===== config.mk =====
export PLATFORM = sky130hd
export DESIGN_NAME = sd_photo_scheduler
export DESIGN_NICKNAME = d
export VERILOG_FILES = /design/src/rtl/sd_photo_pkg.sv /design/src/rtl/sd_pace_timer.sv /design/src/rtl/sd_photo_scheduler.sv
export SDC_FILE = /design/constraint.sdc
export NUM_CORES = 1
export LEC_CHECK = 0
export CORE_ASPECT_RATIO = 2
export CORE_MARGIN = 2
export CORE_UTILIZATION = 40
export CTS_CLUSTER_DIAMETER = 120
export DETAILED_ROUTE_END_ITERATION = 6
export GPL_ROUTABILITY_DRIVEN = 0
export SETUP_SLACK_MARGIN = 0.05
export SLEW_MARGIN = 30
export SYNTH_ARGS = -nofsm -noshare
export SYNTH_HDL_FRONTEND = slang
export SYNTH_HIERARCHICAL = 1
export SYNTH_SLANG_ARGS = --single-unit

===== constraint.sdc =====
create_clock -name clk -period 10.9 [get_ports clk]
set_clock_uncertainty 0.15 [all_clocks]
set_input_delay 2.18 -clock clk [delete_from_list [all_inputs] [get_ports clk]]
set_output_delay 2.18 -clock clk [all_outputs]
set_load 0.1 [all_outputs]

===== src/rtl/sd_photo_pkg.sv =====
// Shared types and constants for the SD-card photo save/load scheduler.
package sd_photo_pkg;

  localparam logic [31:0] BASE_SEC          = 32'd73744;
  localparam int unsigned SECTORS_PER_PHOTO = 1200;

  typedef enum logic [2:0] {
    ST_IDLE,
    ST_ISSUE,
    ST_WAIT_HI,
    ST_WAIT_LO,
    ST_GAP,
    ST_DONE,
    ST_ERR
  } state_e;

  // First sector of a photo slot. The production stride of 1200 sectors is
  // built from shifts (1024+128+32+16); any other stride uses a multiply.
  function automatic logic [31:0] slot_to_sector(input logic [3:0] slot,
                                                 input logic [31:0] base,
                                                 input int unsigned spp);
    logic [31:0] s;
    s = {28'd0, slot};
    if (spp == 32'd1200)
      return base + (s << 10) + (s << 7) + (s << 5) + (s << 4);
    else
      return base + s * spp;
  endfunction

endpackage


===== src/rtl/sd_pace_timer.sv =====
// Loadable down-counter shared by the inter-sector gap and the busy timeout.
// A start pulse loads a cycle count; expired rises once that many cycles
// have elapsed and stays high until the next start.
module sd_pace_timer #(
  parameter int unsigned WIDTH = 23
) (
  input  logic             clk,
  input  logic             rst_n,
  input  logic             start,
  input  logic [WIDTH-1:0] load_val,
  output logic             expired
);

  logic [WIDTH-1:0] cnt_q, cnt_d;
  logic             armed_q, armed_d;

  // Next count: reload on start, otherwise count down and stop at zero.
  always_comb begin
    cnt_d   = cnt_q;
    armed_d = armed_q;
    if (start) begin
      armed_d = 1'b1;
      cnt_d   = (load_val == '0) ? '0 : load_val - 1'b1;
    end else if (cnt_q != '0) begin
      cnt_d = cnt_q - 1'b1;
    end
  end

  // Counter registers with synchronous active-low reset.
  always_ff @(posedge clk) begin
    if (!rst_n) begin
      cnt_q   <= '0;
      armed_q <= 1'b0;
    end else begin
      cnt_q   <= cnt_d;
      armed_q <= armed_d;
    end
  end

  assign expired = armed_q && (cnt_q == '0);

endmodule


===== src/rtl/sd_photo_scheduler.sv =====
// Arbitrates the single SD sector controller between photo save (write) and
// photo load (read), issuing paced per-sector start pulses and tracking
// completion and timeout of each transfer.
module sd_photo_scheduler
  import sd_photo_pkg::*;
#(
  parameter logic [31:0] BASE_SEC          = sd_photo_pkg::BASE_SEC,
  parameter int unsigned SECTORS_PER_PHOTO = sd_photo_pkg::SECTORS_PER_PHOTO,
  parameter int unsigned GAP_CYCLES        = 50000,
  parameter int unsigned TIMEOUT_CYCLES    = 5000000
) (
  input  logic        clk,
  input  logic        rst_n,
  input  logic        save_req,
  input  logic        load_req,
  input  logic [3:0]  slot_in,
  input  logic        wr_busy,
  input  logic        rd_busy,
  output logic        wr_start_en,
  output logic [31:0] wr_sec_addr,
  output logic        rd_start_en,
  output logic [31:0] rd_sec_addr,
  output logic        save_active,
  output logic        load_active,
  output logic [10:0] sector_idx,
  output logic        xfer_done,
  output logic        xfer_err
);

  localparam int unsigned MAX_T  = (TIMEOUT_CYCLES > GAP_CYCLES) ? TIMEOUT_CYCLES : GAP_CYCLES;
  localparam int unsigned TW     = $clog2(MAX_T + 1);
  localparam logic [TW-1:0] GAP_LD = TW'(GAP_CYCLES);
  localparam logic [TW-1:0] TMO_LD = TW'(TIMEOUT_CYCLES);
  localparam logic [10:0]   SPP    = 11'(SECTORS_PER_PHOTO);

  state_e      state_q, state_d;
  logic        save_pend_q, save_pend_d;
  logic        load_pend_q, load_pend_d;
  logic [3:0]  save_slot_q, save_slot_d;
  logic [3:0]  load_slot_q, load_slot_d;
  logic        mode_load_q, mode_load_d;
  logic [31:0] sec_addr_q, sec_addr_d;
  logic [10:0] sector_idx_q, sector_idx_d;
  logic        wr_start_q, wr_start_d;
  logic        rd_start_q, rd_start_d;
  logic [31:0] wr_addr_q, wr_addr_d;
  logic [31:0] rd_addr_q, rd_addr_d;
  logic        save_active_q, save_active_d;
  logic        load_active_q, load_active_d;
  logic        done_q, done_d;
  logic        err_q, err_d;

  logic          sel_busy;
  logic          issue;
  logic          fail;
  logic          timer_start;
  logic [TW-1:0] timer_load;
  logic          timer_expired;

  sd_pace_timer #(
    .WIDTH(TW)
  ) u_pace_timer (
    .clk     (clk),
    .rst_n   (rst_n),
    .start   (timer_start),
    .load_val(timer_load),
    .expired (timer_expired)
  );

  // Next-state, datapath and request latching for the transfer sequencer.
  always_comb begin
    state_d       = state_q;
    save_pend_d   = save_pend_q;
    load_pend_d   = load_pend_q;
    save_slot_d   = save_slot_q;
    load_slot_d   = load_slot_q;
    mode_load_d   = mode_load_q;
    sec_addr_d    = sec_addr_q;
    sector_idx_d  = sector_idx_q;
    wr_addr_d     = wr_addr_q;
    rd_addr_d     = rd_addr_q;
    save_active_d = save_active_q;
    load_active_d = load_active_q;
    wr_start_d    = 1'b0;
    rd_start_d    = 1'b0;
    done_d        = 1'b0;
    err_d         = 1'b0;
    timer_start   = 1'b0;
    timer_load    = GAP_LD;
    issue         = 1'b0;
    fail          = 1'b0;
    sel_busy      = mode_load_q ? rd_busy : wr_busy;

    unique case (state_q)
      ST_IDLE: begin
        if (save_pend_q) begin
          save_pend_d   = 1'b0;
          mode_load_d   = 1'b0;
          sec_addr_d    = slot_to_sector(save_slot_q, BASE_SEC, SECTORS_PER_PHOTO);
          sector_idx_d  = '0;
          save_active_d = 1'b1;
          state_d       = ST_ISSUE;
        end else if (load_pend_q) begin
          load_pend_d   = 1'b0;
          mode_load_d   = 1'b1;
          sec_addr_d    = slot_to_sector(load_slot_q, BASE_SEC, SECTORS_PER_PHOTO);
          sector_idx_d  = '0;
          load_active_d = 1'b1;
          state_d       = ST_ISSUE;
        end
      end
      ST_ISSUE: begin
        if (!sel_busy) issue = 1'b1;
      end
      ST_WAIT_HI: begin
        if (timer_expired)  fail    = 1'b1;
        else if (sel_busy)  state_d = ST_WAIT_LO;
      end
      ST_WAIT_LO: begin
        if (!sel_busy) begin
          sec_addr_d = sec_addr_q + 32'd1;
          if (sector_idx_q != SPP) sector_idx_d = sector_idx_q + 11'd1;
          if (sector_idx_q >= SPP - 11'd1) begin
            state_d = ST_DONE;
          end else begin
            timer_start = 1'b1;
            timer_load  = GAP_LD;
            state_d     = ST_GAP;
          end
        end else if (timer_expired) begin
          fail = 1'b1;
        end
      end
      ST_GAP: begin
        // Issuing straight from GAP keeps the busy-fall to start distance
        // at GAP_CYCLES+1; ISSUE is only a fallback if busy is still high.
        if (timer_expired) begin
          if (!sel_busy) issue   = 1'b1;
          else           state_d = ST_ISSUE;
        end
      end
      ST_DONE: begin
        done_d        = 1'b1;
        save_active_d = 1'b0;
        load_active_d = 1'b0;
        state_d       = ST_IDLE;
      end
      ST_ERR: begin
        state_d = ST_IDLE;
      end
      default: state_d = ST_IDLE;
    endcase

    if (issue) begin
      if (mode_load_q) begin
        rd_start_d = 1'b1;
        rd_addr_d  = sec_addr_q;
      end else begin
        wr_start_d = 1'b1;
        wr_addr_d  = sec_addr_q;
      end
      timer_start = 1'b1;
      timer_load  = TMO_LD;
      state_d     = ST_WAIT_HI;
    end

    // The error pulse is raised on entry to ERR so it lands exactly
    // TIMEOUT_CYCLES after the start pulse; ERR then returns to IDLE.
    if (fail) begin
      err_d         = 1'b1;
      save_active_d = 1'b0;
      load_active_d = 1'b0;
      state_d       = ST_ERR;
    end

    // New requests override a same-cycle grant clear, so they queue.
    if (save_req) begin
      save_pend_d = 1'b1;
      save_slot_d = slot_in;
    end
    if (load_req) begin
      load_pend_d = 1'b1;
      load_slot_d = slot_in;
    end
  end

  // State and output registers with synchronous active-low reset.
  always_ff @(posedge clk) begin
    if (!rst_n) begin
      state_q       <= ST_IDLE;
      save_pend_q   <= 1'b0;
      load_pend_q   <= 1'b0;
      save_slot_q   <= '0;
      load_slot_q   <= '0;
      mode_load_q   <= 1'b0;
      sec_addr_q    <= '0;
      sector_idx_q  <= '0;
      wr_start_q    <= 1'b0;
      rd_start_q    <= 1'b0;
      wr_addr_q     <= '0;
      rd_addr_q     <= '0;
      save_active_q <= 1'b0;
      load_active_q <= 1'b0;
      done_q        <= 1'b0;
      err_q         <= 1'b0;
    end else begin
      state_q       <= state_d;
      save_pend_q   <= save_pend_d;
      load_pend_q   <= load_pend_d;
      save_slot_q   <= save_slot_d;
      load_slot_q   <= load_slot_d;
      mode_load_q   <= mode_load_d;
      sec_addr_q    <= sec_addr_d;
      sector_idx_q  <= sector_idx_d;
      wr_start_q    <= wr_start_d;
      rd_start_q    <= rd_start_d;
      wr_addr_q     <= wr_addr_d;
      rd_addr_q     <= rd_addr_d;
      save_active_q <= save_active_d;
      load_active_q <= load_active_d;
      done_q        <= done_d;
      err_q         <= err_d;
    end
  end

  assign wr_start_en = wr_start_q;
  assign wr_sec_addr = wr_addr_q;
  assign rd_start_en = rd_start_q;
  assign rd_sec_addr = rd_addr_q;
  assign save_active = save_active_q;
  assign load_active = load_active_q;
  assign sector_idx  = sector_idx_q;
  assign xfer_done   = done_q;
  assign xfer_err    = err_q;

endmodule


==> results.cfg, run 1 <==
[synth]
synthArstFlopShare = 0
synth_area_mm2 = 0.00818
synth_flop_cell = dfxtp_1
synthTopCellsByCount = 175 x nand2_1, 151 x dfxtp_1, 120 x a21oi_1, 71 x nor2_1, 46 x clkbuf_1
yosysWarnings = 6
synth_edf_count = 0
netlist_top_cells_area = dfxtp_1 37%, nand2_1 8.0%, a21oi_1 7.3%, ha_1 3.8%, nor2_1 3.3%
ys_types = 74
ys_ff_latch = 151
synth_top_area_frac = 0.370
syn_inst = 1030
synth_most_common_cell = nand2_1
synth.avg_cell_area_um2 = 7.94
yosysSeqAreaShare = 0.370
yosysTopAreaCell = dfxtp_1

[setup_path]
critPathLaunchType = register
worst_ep_arrival_time_ps = 4740
end_kind = register
critPathMaxFanout = 8
crit_type = register to register
required_ps = 11060

[power]
vdd_drop_max_v = 0.0000961
p_per_area_mw_per_mm2 = 194
power.leakage_uw = 0.00363

[placement]
place_hpwl_mm = 16.6
pre_cts_slack_ps = 6060
dp.cells = 1390
io_buffers = 90

[run_status]
run_status = completed

[clocking]
path_clk_slew_ps = 60
clock_latency_ps = 430
cts.sinks = 151
cts-resized-gates = 0
cts_buffers = 17
clockBufferDepth = 2
cts_tree = built
post_cts_buffers = 0
htreeDepth = 4
cts_hold_buf = 0
cts_root_buf = clkbuf_16

[floorplanning]
fp.dieW_um = 105
dieArea_mm2 = 0.0217
coreArea_mm2 = 0.0203
die_h_um = 206
pin_count = 91
rows = 74
initial_utilization = 0.403

[grt]
gr-total-overflow = 0
grt_max_degree = 90
track_usage = 0.216
grt_pass1_wl_mm = 37.4
antenna_found_initial = 0
grt_pass1_vias = 7392

[layout]
layout.nets = 1182
num-fill-cells = 1982
seq_area_mm2 = 0.00302
n_antenna_cell = 0
layout-drive-gt1-share = 0.0623
fin_cells = 1422
final_util = 0.496
multi_input_area_mm2 = 0.00496
syn_to_final_growth_pct = 22.9

[detailed_routing]
drtIter0Drc = 369
postRouteAntennaNets = 0
routedWlPerCell_um = 16.0
num_vias = 7666
viasPerCell = 5.39
first_pass_iters = 5
post-route-drc-count = 0
drt-total-wl_mm = 22.7

[timing]
setup_viol = 0
fin_crit_sh = 0.419
clock.fmax_mhz = 219
fin_tns_setup_ps = 0
slew_violations = 0
fin_ws_ps = 6330
slew_headroom = 0.310
tightest_slew_ps = 1030
rsz0062_at_grt = false
period_needed_ps = 4570
finalHoldViolCount = 0

[run]
cap_viol_max_count = 0

[min_path]
hp-class = register to register
[power by group]
group          switching, uW  internal, uW
registers                106           616
clock network            238           368
logic                    391           226
[area by class of cell]
type	instances	area share
Inverter	42	0.0157
Clock buffer	22	0.0452
Sequential cell	151	0.301
Multi-Input combinational cell	831	0.494
Timing Repair Buffer	100	0.0970
Clock inverter	10	0.0144
Tap cell	266	0.0331
[kinds of logic after synthesis]
family,Yosys count,synth area share
xor+xnor,44,0.0471
mux,15,0.0185
buf+inv,100,0.0491
flops,151,0.370
fa+ha+maj,29,0.0480
simple gates,412,0.251
compound gates,277,0.216
other cells,2,0.000918
[registers in the layout, indices dropped and copies added, names as in the netlist, 3 cells and up]
signal and flops:
rd_sec_addr 32, sec_addr_q 32, wr_sec_addr 32, u_pace_timer/cnt_q 23, sector_idx 11, load_slot_q 4, save_slot_q 4, state_q 3
[worst max-delay path: stages (launching register included)]
cell      delay (ps)
dfxtp_1          350
inv_1             70
ha_1             180
nor3b_1          500
nand4_1          250
or3_1            430
nor2_1           360
nand3b_1         130
a21oi_1          390
nand2_1          310
or4_1            670
or2_2            350
xnor2_1          120
a31oi_1          150
nor2_1            50
[path summary, 6_finish.rpt]
check	from	to	slack, ps	cells after the start
worst max-delay path	u_pace_timer/cnt_q[0]	u_pace_timer/cnt_q[6]	6330	14
worst min-delay path	wr_sec_addr[3]	wr_sec_addr[3]	300	2
worst max register to register	u_pace_timer/cnt_q[0]	u_pace_timer/cnt_q[6]	6330	14
worst min register to register	wr_sec_addr[3]	wr_sec_addr[3]	300	2
[metrics by stage]
step	power [uW]	hold WS, ps	instance area, um^2
detailed placement	1350	296	9450
global route	2060	317	10100
finish	1950	302	10100
floorplan	1190	280	8380
global placement	1350	292	9450
CTS	1960	304	10000
[routing by layer]
layer  wire (um)  share of wire  track usage  up-vias
met2       12900           0.57        0.435      162
met3         599          0.026       0.0306       40
li1            -              -            -     3865
met5           0              0            0        -
met4         687          0.030        0.100        0
met1        8520           0.37        0.213     3599
[layout by cell type (no fill, tap or decap), drive strengths merged, types with 6 or more instances in the layout]
cell type	instances
nor4	17
nand2	175
nor3	12
clkbuf	22
xor2	22
or4	14
o21a	11
o31ai	11
dfxtp	151
o32ai	6
conb	54
clkdlybuf4s50	89
mux2i	14
a21oi	120
or2	12
a211oi	11
or3	24
o211ai	8
nor2	71
inv	43
buf	11
xnor2	22
nand4	11
a21o	9
o21ai	42
and3	6
nand3	34
o41ai	9
o311ai	6
ha	25
Power figures use the tool's default switching activity.
==> run 2: changes to the inputs <==
Clock period 10.9 ns to 4.35 ns, I/O delays scaled along.
==> results.cfg, run 2 (synthesis gave the netlist of run 1 again) <==
[detailed_routing]
first_pass_iters = 5
drtIter0Drc = 355
num_vias = 7588
viasPerCell = 5.30
dr_wl_met2_mm = 13.0
post-route-drc-count = 0
wl_met3_um = 548
drt-total-wl_mm = 22.5
topRoutingLayerUsed = met4
wl_met1_mm = 8.50
postRouteAntennaNets = 0
routedWlPerCell_um = 15.7

[layout]
layout-drive-gt1-share = 0.0720
seq_area_mm2 = 0.00302
final_common_cell = nand2_1
mostFrequentLayoutCells = 175 x nand2_1, 151 x dfxtp_1, 120 x a21oi_1
syn_to_final_growth_pct = 24.4
multi_input_area_mm2 = 0.00496
fin_cells = 1433
num-fill-cells = 2011
n_antenna_cell = 0
layout.nets = 1193

[setup_path]
critPathMaxFanout = 7
end_kind = register
rrSetupSlack_ps = 580
critPathLaunchType = register
timing.critical_path.from = u_pace_timer/cnt_q[12]
crit_type = register to register
required_ps = 4520
r2r-start = u_pace_timer/cnt_q[12]
worst_ep_arrival_time_ps = 3940

[clocking]
cts.sinks = 151
post_cts_buffers = 0
cts_root_buf = clkbuf_16
cts_hold_buf = 0
cts_tree = built
cts_buffers = 17
clock_latency_ps = 430
path_clk_slew_ps = 60
htreeDepth = 4
clockBufferDepth = 2
cts-resized-gates = 0

[timing]
finalHoldViolCount = 0
period_needed_ps = 3770
fin_crit_sh = 0.866
tightest_slew_ps = 1020
clock.fmax_mhz = 265
slew_headroom = 0.316
slew_violations = 0
fin_ws_ps = 581
setup_viol = 0
fin_tns_setup_ps = 0
rsz0062_at_grt = false
hold_ws_ps = 301

[placement]
place_hpwl_mm = 16.7
pre_cts_slack_ps = 593
io_buffers = 90
dp.cells = 1401

[grt]
track_usage = 0.213
grt_max_degree = 65
grt_pass1_vias = 7279
gr-total-overflow = 0
grt_pass1_wl_mm = 36.8
antenna_found_initial = 0

[power]
p_per_area_mw_per_mm2 = 493
power.leakage_uw = 0.00370
vdd_drop_max_v = 0.000246

[floorplanning]
coreArea_mm2 = 0.0203
die_h_um = 206
dieArea_mm2 = 0.0217
initial_utilization = 0.403
rows = 74
pin_count = 91
fp.dieW_um = 105

[run]
cap_viol_max_count = 0

[min_path]
worstHoldStart = wr_sec_addr[10]
hp-class = register to register

[run_status]
run_status = completed
==> run 2: cell count changes in the layout (fill, tap and decap cells not counted), moves of 2 or more <==
cell / delta
buf_4: +12
clkbuf_1: -3
clkinv_4: -3
clkbuf_8: +2
clkinv_2: +2
==> run 2: area by class of cell <==
cell class,count,share of cell area
clock inverter,11,0.0165
clock buffer,21,0.0462
tap,266,0.0327
inverter,42,0.0155
sequential,151,0.297
timing repair buffer,111,0.104
multi-input combinational,831,0.488
==> run 2: worst paths after layout <==
path,to,cells past startpoint
hold reg to reg,wr_sec_addr[10],2
setup / recovery,u_pace_timer/cnt_q[6],12
hold / removal,wr_sec_addr[10],2
setup reg to reg,u_pace_timer/cnt_q[6],12
==> run 2: worst max-delay path, cell delays in order (launching register included) <==
cell      delay (ps)
dfxtp_1          350
or4_4            570
nand2b_1         280
or3_1            470
nor2_1           150
nand3b_1          90
a21oi_1          180
nand2_1          110
or4_1            620
or2_2            350
xnor2_1          130
a31oi_1          170
nor2_1            50
==> run 2: power by group <==
| part | leakage (uW) | internal (uW) | switching [uW] | total (uW) |
|---|---|---|---|---|
| clock network | 0.000310 | 1010 | 596 | 1600 |
| logic | 0.00217 | 604 | 1010 | 1620 |
| registers | 0.00123 | 1540 | 252 | 1800 |
==> run 2: per-stage QoR <==
stage	power, uW	util	cell area (um^2)
6_report	5020	0.502	10200
5_1_grt	5320	0.502	10200
4_1_cts	5060	0.502	10200
3_5_place_dp	3440	0.470	9530
3_3_place_gp	3430	0.470	9530
2_1_floorplan	2980	-	8380
==> run 2: metal layers <==
metal  track usage  up-vias
met1         0.212     3530
met3        0.0325       31
li1              -     3886
met4        0.0776        0
met2         0.435      141
met5             0        -
==> run 3: changes to the inputs <==
Settings changed: CTS_BUF_LIST from default to sky130_fd_sc_hd__clkbuf_4.
==> results.cfg, run 3 (synthesis gave the netlist of run 1 again) <==
[power]
pwr-share-seq = 0.409
swShare = 0.406
p_per_area_mw_per_mm2 = 445
p_int_uw = 2600
vdd_drop_max_v = 0.000197
power_switching_uw = 1780
clock_power_share = 0.223
combPwrFrac = 0.368
power.leakage_uw = 0.00356
power.total_uw = 4380

[clocking]
cts-resized-gates = 0
cts_root_buf = clkbuf_4
clockBufferDepth = 2
htreeDepth = 4
post_cts_buffers = 0
path_clk_slew_ps = 140
clock_latency_ps = 560
cts_tree = built
cts_hold_buf = 0
cts.sinks = 151
cts_buffers = 17

[setup_path]
crit_type = register to register
path_delay_family = simple AND/OR/NAND/NOR gates
end_kind = register
max_stage_delay_ps = 620
cp_slowest_cell = or4_1
worst_ep_arrival_time_ps = 4080
critPathBufInv = 0
cpMostUsedCell = nor2_1
critPathMaxFanout = 7
path_cells = or4_4 > nand2b_1 > or3_1 > nor2_1 > nand3b_1 > a21oi_1 > nand2_1 > or4_1 > or2_2 > xnor2_1 > a31oi_1 > nor2_1
critPathLaunchType = register
required_ps = 4670

[grt]
grt_max_degree = 65
grt_pass1_wl_mm = 36.5
antenna_found_initial = 1
gr-total-overflow = 0
track_usage = 0.210
grt_pass1_vias = 7202

[detailed_routing]
num_vias = 7569
post-route-drc-count = 0
drt-total-wl_mm = 22.4
wl_met1_mm = 8.48
drtIter0Drc = 312
first_pass_iters = 4
dr_wl_met2_mm = 12.9
wl_met3_um = 564
postRouteAntennaNets = 0
topRoutingLayerUsed = met4
viasPerCell = 5.28
routedWlPerCell_um = 15.6

[timing]
tightest_slew_ps = 1030
rsz0062_at_grt = false
slew_headroom = 0.309
clock.fmax_mhz = 265
slew_violations = 0
setup_viol = 0
finalHoldViolCount = 0
fin_crit_sh = 0.866
fin_tns_setup_ps = 0
period_needed_ps = 3770

[layout]
fin_area_mm2 = 0.00985
layout-drive-gt1-share = 0.0703
syn_to_final_growth_pct = 20.4
fin_cells = 1434
final_common_cell = nand2_1
mostFrequentLayoutCells = 175 x nand2_1, 151 x dfxtp_1, 120 x a21oi_1
final_util = 0.486
layout.nets = 1193

[floorplanning]
die_h_um = 206
dieArea_mm2 = 0.0217
initial_utilization = 0.403
coreArea_mm2 = 0.0203
rows = 74
pin_count = 91
fp.dieW_um = 105

[placement]
io_buffers = 90
place_hpwl_mm = 16.7
dp.cells = 1401
postPlaceCellArea_mm2 = 0.00953

[run_status]
run_status = completed

[run]
cap_viol_max_count = 0

[min_path]
hp-class = register to register
==> run 3: power groups by stage <==
stage | Combinational [uW] | Clock [uW] | Sequential [uW]
5_1_grt | 1790 | 1060 | 1830
2_1_floorplan | 1150 | 0 | 1840
3_5_place_dp | 1620 | 0 | 1820
6_report | 1620 | 976 | 1790
3_3_place_gp | 1610 | 0 | 1820
4_1_cts | 1630 | 1010 | 1790
==> run 3: worst paths after layout <==
kind | from | endpoint | slack [ps] | cells after the start
hold reg to reg | wr_sec_addr[10] | wr_sec_addr[10] | 310 | 2
setup / recovery | u_pace_timer/cnt_q[12] | u_pace_timer/cnt_q[6] | 580 | 12
setup reg to reg | u_pace_timer/cnt_q[12] | u_pace_timer/cnt_q[6] | 580 | 12
hold / removal | wr_sec_addr[10] | wr_sec_addr[10] | 310 | 2
==> run 3: cell type report <==
cell class,instances,area [um^2]
clock buffer,18,135
timing repair buffer,111,1060
clock inverter,14,179
inverter,42,158
multi-input combinational,831,4960
antenna,1,2.50
sequential,151,3020
fill,2056,10400
tap,266,333
==> run 3: per-layer routing <==
metal | up-vias | GRT usage
met5 | - | 0
met4 | 0 | 0.0671
met2 | 136 | 0.432
li1 | 3873 | -
met3 | 22 | 0.0312
met1 | 3538 | 0.211
==> run 3: worst reg2reg max path: cells and delay by family (launching register included) <==
family                    cells  cell delay (ps)
xor gates and xnor gates      1              130
AOI/OAI and AO/OA             2              340
and+or+nand+nor               9             2690
DFF                           1              370
==> run 3: per-stage QoR <==
stage / hold slack (ps) / setup WS, ps
6_report: 308 / 583
5_1_grt: 328 / 322
4_1_cts: 313 / 574
3_5_place_dp: 296 / 593
3_3_place_gp: 291 / 625
2_1_floorplan: 280 / 456
